===== src/rtl/mem_copy_ctrl.sv =====
// mem_copy_ctrl: arbitrates the data memory port between CPU load/store and a byte-wise block-copy engine.
// The copy engine stalls the CPU and spends one read cycle plus one write cycle per byte.
module mem_copy_ctrl #(
    parameter int W = 8,
    parameter int A = 8
) (
    input  logic         Clk,
    input  logic         Reset,
    input  logic         Start,
    input  logic [A-1:0] SrcAddr,
    input  logic [A-1:0] DstAddr,
    input  logic [A-1:0] Len,
    input  logic         CpuWriteEn,
    input  logic [A-1:0] CpuAddr,
    input  logic [A-1:0] CpuOffset,
    input  logic [W-1:0] CpuDataIn,
    output logic [W-1:0] CpuDataOut,
    output logic         MemWriteEn,
    output logic [A-1:0] MemAddr,
    output logic [A-1:0] MemOffset,
    output logic [W-1:0] MemDataIn,
    input  logic [W-1:0] MemDataOut,
    output logic         Busy,
    output logic         Done,
    output logic         CpuStall
);
    typedef enum logic [1:0] {IDLE, READ, WRITE, DONE} state_t;

    localparam logic [A-1:0] ONE = {{(A-1){1'b0}}, 1'b1};

    state_t       state, state_next;
    logic [A-1:0] src, dst, len, idx;
    logic [W-1:0] hold;
    logic         last;

    assign last       = (idx + ONE) == len;
    assign Busy       = (state == READ) || (state == WRITE);
    assign Done       = state == DONE;
    assign CpuStall   = Busy;
    assign CpuDataOut = MemDataOut;

    always_ff @(posedge Clk) begin
        if (Reset) begin
            state <= IDLE;
            src   <= '0;
            dst   <= '0;
            len   <= '0;
            idx   <= '0;
            hold  <= '0;
        end else begin
            state <= state_next;
            if (state == IDLE && Start) begin
                src <= SrcAddr;
                dst <= DstAddr;
                len <= Len;
                idx <= '0;
            end
            if (state == READ)
                hold <= MemDataOut;
            if (state == WRITE && !last)
                idx <= idx + ONE;
        end
    end

    // Engine owns the port only in READ/WRITE; CPU stores issued then are dropped.
    always_comb begin
        state_next = state;
        MemWriteEn = CpuWriteEn;
        MemAddr    = CpuAddr;
        MemOffset  = CpuOffset;
        MemDataIn  = CpuDataIn;
        case (state)
            IDLE:  state_next = Start ? ((Len != '0) ? READ : DONE) : IDLE;
            READ: begin
                MemWriteEn = 1'b0;
                MemAddr    = src + idx;
                MemOffset  = '0;
                MemDataIn  = hold;
                state_next = WRITE;
            end
            WRITE: begin
                MemWriteEn = 1'b1;
                MemAddr    = dst + idx;
                MemOffset  = '0;
                MemDataIn  = hold;
                state_next = last ? DONE : READ;
            end
            default: state_next = IDLE;
        endcase
    end
endmodule


===== config.mk =====
export PLATFORM = sky130hd
export DESIGN_NAME = mem_copy_ctrl
export DESIGN_NICKNAME = d
export VERILOG_FILES = /design/src/rtl/mem_copy_ctrl.sv
export SDC_FILE = /design/constraint.sdc
export NUM_CORES = 1
export LEC_CHECK = 0
export CAP_MARGIN = 40
export CORE_ASPECT_RATIO = 1.75
export CORE_MARGIN = 2
export CORE_UTILIZATION = 30
export DETAILED_ROUTE_END_ITERATION = 8
export GPL_TIMING_DRIVEN = 0
export SYNTH_ARGS = -nofsm -noshare
export SYNTH_HDL_FRONTEND = slang
export SYNTH_SLANG_ARGS = --single-unit

===== constraint.sdc =====
create_clock -name Clk -period 11.93 [get_ports Clk]
set_input_delay 3.579 -clock Clk [delete_from_list [all_inputs] [get_ports Clk]]
set_output_delay 3.579 -clock Clk [all_outputs]
set_load 0.01 [all_outputs]

Word-level counts from Yosys, hierarchy flattened

Cells that the tools add are included.

Equality and inequality tests: 4
Reduce and logical (&&, ||, !) cells: 8
Add/subtract/negate cells: 3
Muxes and demuxes: 10

Operator list:

| kind                  | number |
|---|---|
| $mux W8               | 4 |
| $add A8 B8 Y8         | 2 |
| $pmux W8 S2           | 1 |
| $add A8 B1 Y8 const B | 1 |
| $eq A8 B8 Y1          | 1 |
| $reduce_bool A8 Y1    | 1 |
| $mux W2               | 3 |
| $pmux W2 S3           | 1 |
| $eq A2 B2 Y1 const B  | 2 |
| $eq A2 B1 Y1 const B  | 1 |
| $logic_and A1 B1 Y1   | 2 |
| $logic_not A2 Y1      | 1 |
| $pmux W1 S2           | 1 |
| $reduce_bool A2 Y1    | 1 |
| $reduce_or A2 Y1      | 1 |
| $logic_not A1 Y1      | 1 |
| $logic_or A1 B1 Y1    | 1 |

Logic and storage cells: 31
Register bits: 42

Depth between registers and ports, before layout

Gate-level depths: netlist of the first run.

Depth after elaboration: 5
Gate-level depth with buffers: 12
Depth with buffers taken out: 11

Worst setup path before layout of the first run

No wires, ideal clock.

Path type: input -> output
From: in CpuAddr[0]
To: out MemAddr[0]
Data required time: 8.351 ns
Buffers on the path: 0
Cell stages on the path: 1
Path slack: 4.500 ns
Data arrival time: 3.851 ns
Path through: mux2_2

Longest elaborated chain between the ends: 1

RTL lines:

| what        | line | source |
|---|---|---|
| from (decl) | 14   | `input logic [A-1:0] CpuAddr,` |
| $pmux W8 S2 | 72   | `case (state)` |
| to (decl)   | 19   | `output logic [A-1:0] MemAddr,` |

No other way between the ends.

Final worst setup path of the first run

From: in CpuAddr[2]
To: out MemAddr[2]

The elaborated chain is that of the path after synthesis.

==> run summary, run 1 <==
met3 Use GR = 2.44%
Max Clock Skew = 0.00686 ns
DRT Wirelength = 7240 um
Power Total = 0.424 mW
setup slack, reg-to-reg = 9.53 ns
die area = 0.00949 mm2
Iter 0 DRT Violations = 81
Worst path slowest cell = clkdlybuf4s50_1
ys async rst share = 0%
pwr dens = 109 mW/mm2
Final setup viols = 0
post-route setup slack = 3.58 ns
HP Class = reg2reg
GRT Residual Overflow = 0
CTS root buf = clkbuf_16
sequential area share after synthesis = 32.2%
hold_ws = 0.456 ns
largest cells by area after synthesis = dfxtp_1 32%, mux2_2 9.5%, nand2_1 7.6%
syn nets = 381
share of cells above drive strength 1 = 12.0%
FP Rows = 45
#FFs+latches synth = 42
Largest stage delay, worst path = 0.56 ns
cts repair resizes = 0
WS Path Type = in2out
CP top delay family = buffers and inverters
Die X = 74.5 um
CTS buffer count = 5
Worst Tran Pin Value = 0.652 ns
multi-input gate area in the final layout = 0.00158 mm2
DRC = 0
Seq. cell area = 841 um2
Cells after Synth = 307
Area growth, synth to finish = 48.4%
hpwl dp = 5710 um
CTS Hold Bufs = 0
most used cell, CP = clkdlybuf4s50_1
crit path DAT = 4.77 ns
worst-path maximum fanout = 1
met2 Use GR = 28.4%
IO Count = 96
clk sinks = 42
Initial Utilization = 30.5%
via count = 2467
Detailed Routing Iterations Pass 1 = 4
count of input and output buffers = 95
Critical Path RT = 8.35 ns
WP buf/inv = 2
Die Y = 127 um
gr usage total = 15.2%
outcome = finished, final reports clean
CTS Buffer Depth = 2
WL/cell = 13.7 um
Yosys cell types = 45
largest area contributor in the netlist = dfxtp_1
first-pass GRT wire length = 11200 um
worst vdd ir = 0.0000550 V
ANT cells = 0
filler cell count in the final layout = 902
nets@finish = 483
minimum clock period after layout = 8.35 ns
Vias per Instance = 4.68
synthesized cell area = 0.00261 mm2
Layout Utilization = 45.3%
initial antenna violation count = 0
final hold violation count = 0
Worst-path clk slew = 0.06 ns
H-tree Lvls = 2
Most used DFF post-synth = dfxtp_1
crit-path cells = clkdlybuf4s50_1 -> nor2_1 -> a21oi_1 -> clkdlybuf4s50_1
Max-slew headroom = 56.5%
met1 GRT Util = 17.0%
Core Region = 0.00856 mm2
Synth Area per Inst = 8.50 um2
Max Cap Violations = 0
CP startpoint kind = input pin
yosys warns = 0
max-slew violations = 0
Pleak = 1.49 nW
largest net degree at the start of global routing = 13
worst skew pair latency = 0.28 ns
fin crit share = 70.0%
Worst Setup End Kind = output pin
most used routing layer = met2
setup TNS = 0 ns
Max Fclk = 120 MHz
gp weighted congestion = 0.761
CTS tree = yes
Yosys top cell area share = 32.2%
unrepaired setup endpoints after global routing = no
Routed Antenna Nets = 0
Setup Buffers After CTS = 0
Post-synth EDFFs = 0
dpl ws = 3.58 ns
vias in the first global route = 2315
## worst paths after layout
path | from | end | depth (start not counted)
worst max-delay path | CpuAddr[2] | MemAddr[2] | 4
worst min register to register | src[0] | src[0] | 2
worst min-delay path | src[0] | src[0] | 2
worst max register to register | idx[1] | idx[4] | 7
## placed cells by master (no fill, tap or decap), types with 2 or more instances in the layout
cell type	Yosys	routed
xnor2_1	12	12
dfxtp_1	42	42
nand4_1	3	3
nor3b_1	2	2
nor2_1	13	13
o21bai_1	2	2
clkbuf_16	0	5
a21oi_1	32	32
inv_1	9	9
or2_2	2	2
a22o_1	2	2
a21o_1	4	4
a31oi_1	3	3
xor2_1	3	3
buf_4	12	12
nand2_1	53	53
mux2i_1	11	11
a31o_1	2	2
clkdlybuf4s50_1	0	95
o21ai_1	3	3
and3_1	2	2
nand3_1	11	11
a22oi_1	4	4
ha_1	13	13
nor4_1	4	4
clkbuf_8	0	3
nor2b_1	8	8
mux2_2	22	22
clkbuf_1	13	13
and2_1	2	2
## per-layer routing
metal  share of wire (%)  vias to the layer above
met5                   0                        -
met4                 1.0                        0
met3                 4.0                        6
met2                  56                       56
met1                  39                     1143
li1                    -                     1262
## where the power goes
part | switching (mW) | total [mW] | internal [mW]
combinational | 0.0527 | 0.122 | 0.0693
clock | 0.0532 | 0.148 | 0.0947
sequential | 0.00538 | 0.154 | 0.149
## stage by stage
step	std cells	instance area, um2
2_1_floorplan	307	2610
5_1_grt	527	3870
3_3_place_gp	519	3710
3_5_place_dp	519	3710
6_report	527	3870
4_1_cts	527	3870
## layout make-up
class / count / share of cell area (%)
timing repair buffer: 95 / 24.5
inverter: 9 / 0.872
buffer: 27 / 3.97
tap: 117 / 3.78
sequential: 42 / 21.7
multi-input combinational: 229 / 40.8
clock buffer: 8 / 4.30
## synth_stat cells (all sizes together) (3+ instances only)
library cell and number:
nand2 53, mux2i 11, a21o 4, nor2 13, nor4 4, clkbuf 13
a22oi 4, nand4 3, o21ai 4, inv 9, nor2b 8, buf 14
a21oi 32, ha 13, dfxtp 42, xor2 3, nand3 12, a31oi 3
mux2 22, xnor2 12
## flip-flops by register name, summed over array words and instances (netlist names)
| name | flops |
|---|---|
| dst | 8 |
| hold | 8 |
| idx | 8 |
| len | 8 |
| src | 8 |
| state | 2 |
## tightest hold or removal path, stage by stage, from the launching register on
cell     delay [ns]
dfxtp_1        0.30
nand2_1        0.05
a21oi_1        0.05
## cell families (layout without fill, tap and decap cells)
group	Yosys count	in the layout	synth area share (%)
AND/OR/NAND/NOR	109	109	20.0
multiplexers	33	33	13.7
XOR/XNOR	15	15	5.03
AO/OA/AOI/OAI	58	58	14.8
flip-flops	42	42	32.2
adder cells (fa/ha/maj)	14	14	7.00
buffers and inverters	36	139	7.19
Note: power is estimated with default switching activity, not from simulation.
==> run 2, diff against run 1 <==
==> constraint.sdc (replaced) <==
create_clock -name Clk -period 7.25 [get_ports Clk]
set_input_delay 2.175 -clock Clk [delete_from_list [all_inputs] [get_ports Clk]]
set_output_delay 2.175 -clock Clk [all_outputs]
set_load 0.01 [all_outputs]
==> results of run 2 <==
The final DEF is identical to that of run 1. Status: finished, final reports clean.
Among the figures that moved: setup slack after placement 3.58 ns -> 1.36 ns; setup slack after layout 3.58 ns -> 1.07 ns; start point of the critical path CpuAddr[2] -> state[1]; end point of the critical path MemAddr[2] -> MemAddr[6]; register-to-register setup slack 9.53 ns -> 4.85 ns; total power 0.424 mW -> 0.697 mW; worst IR drop on VDD 0.0000550 V -> 0.0000905 V
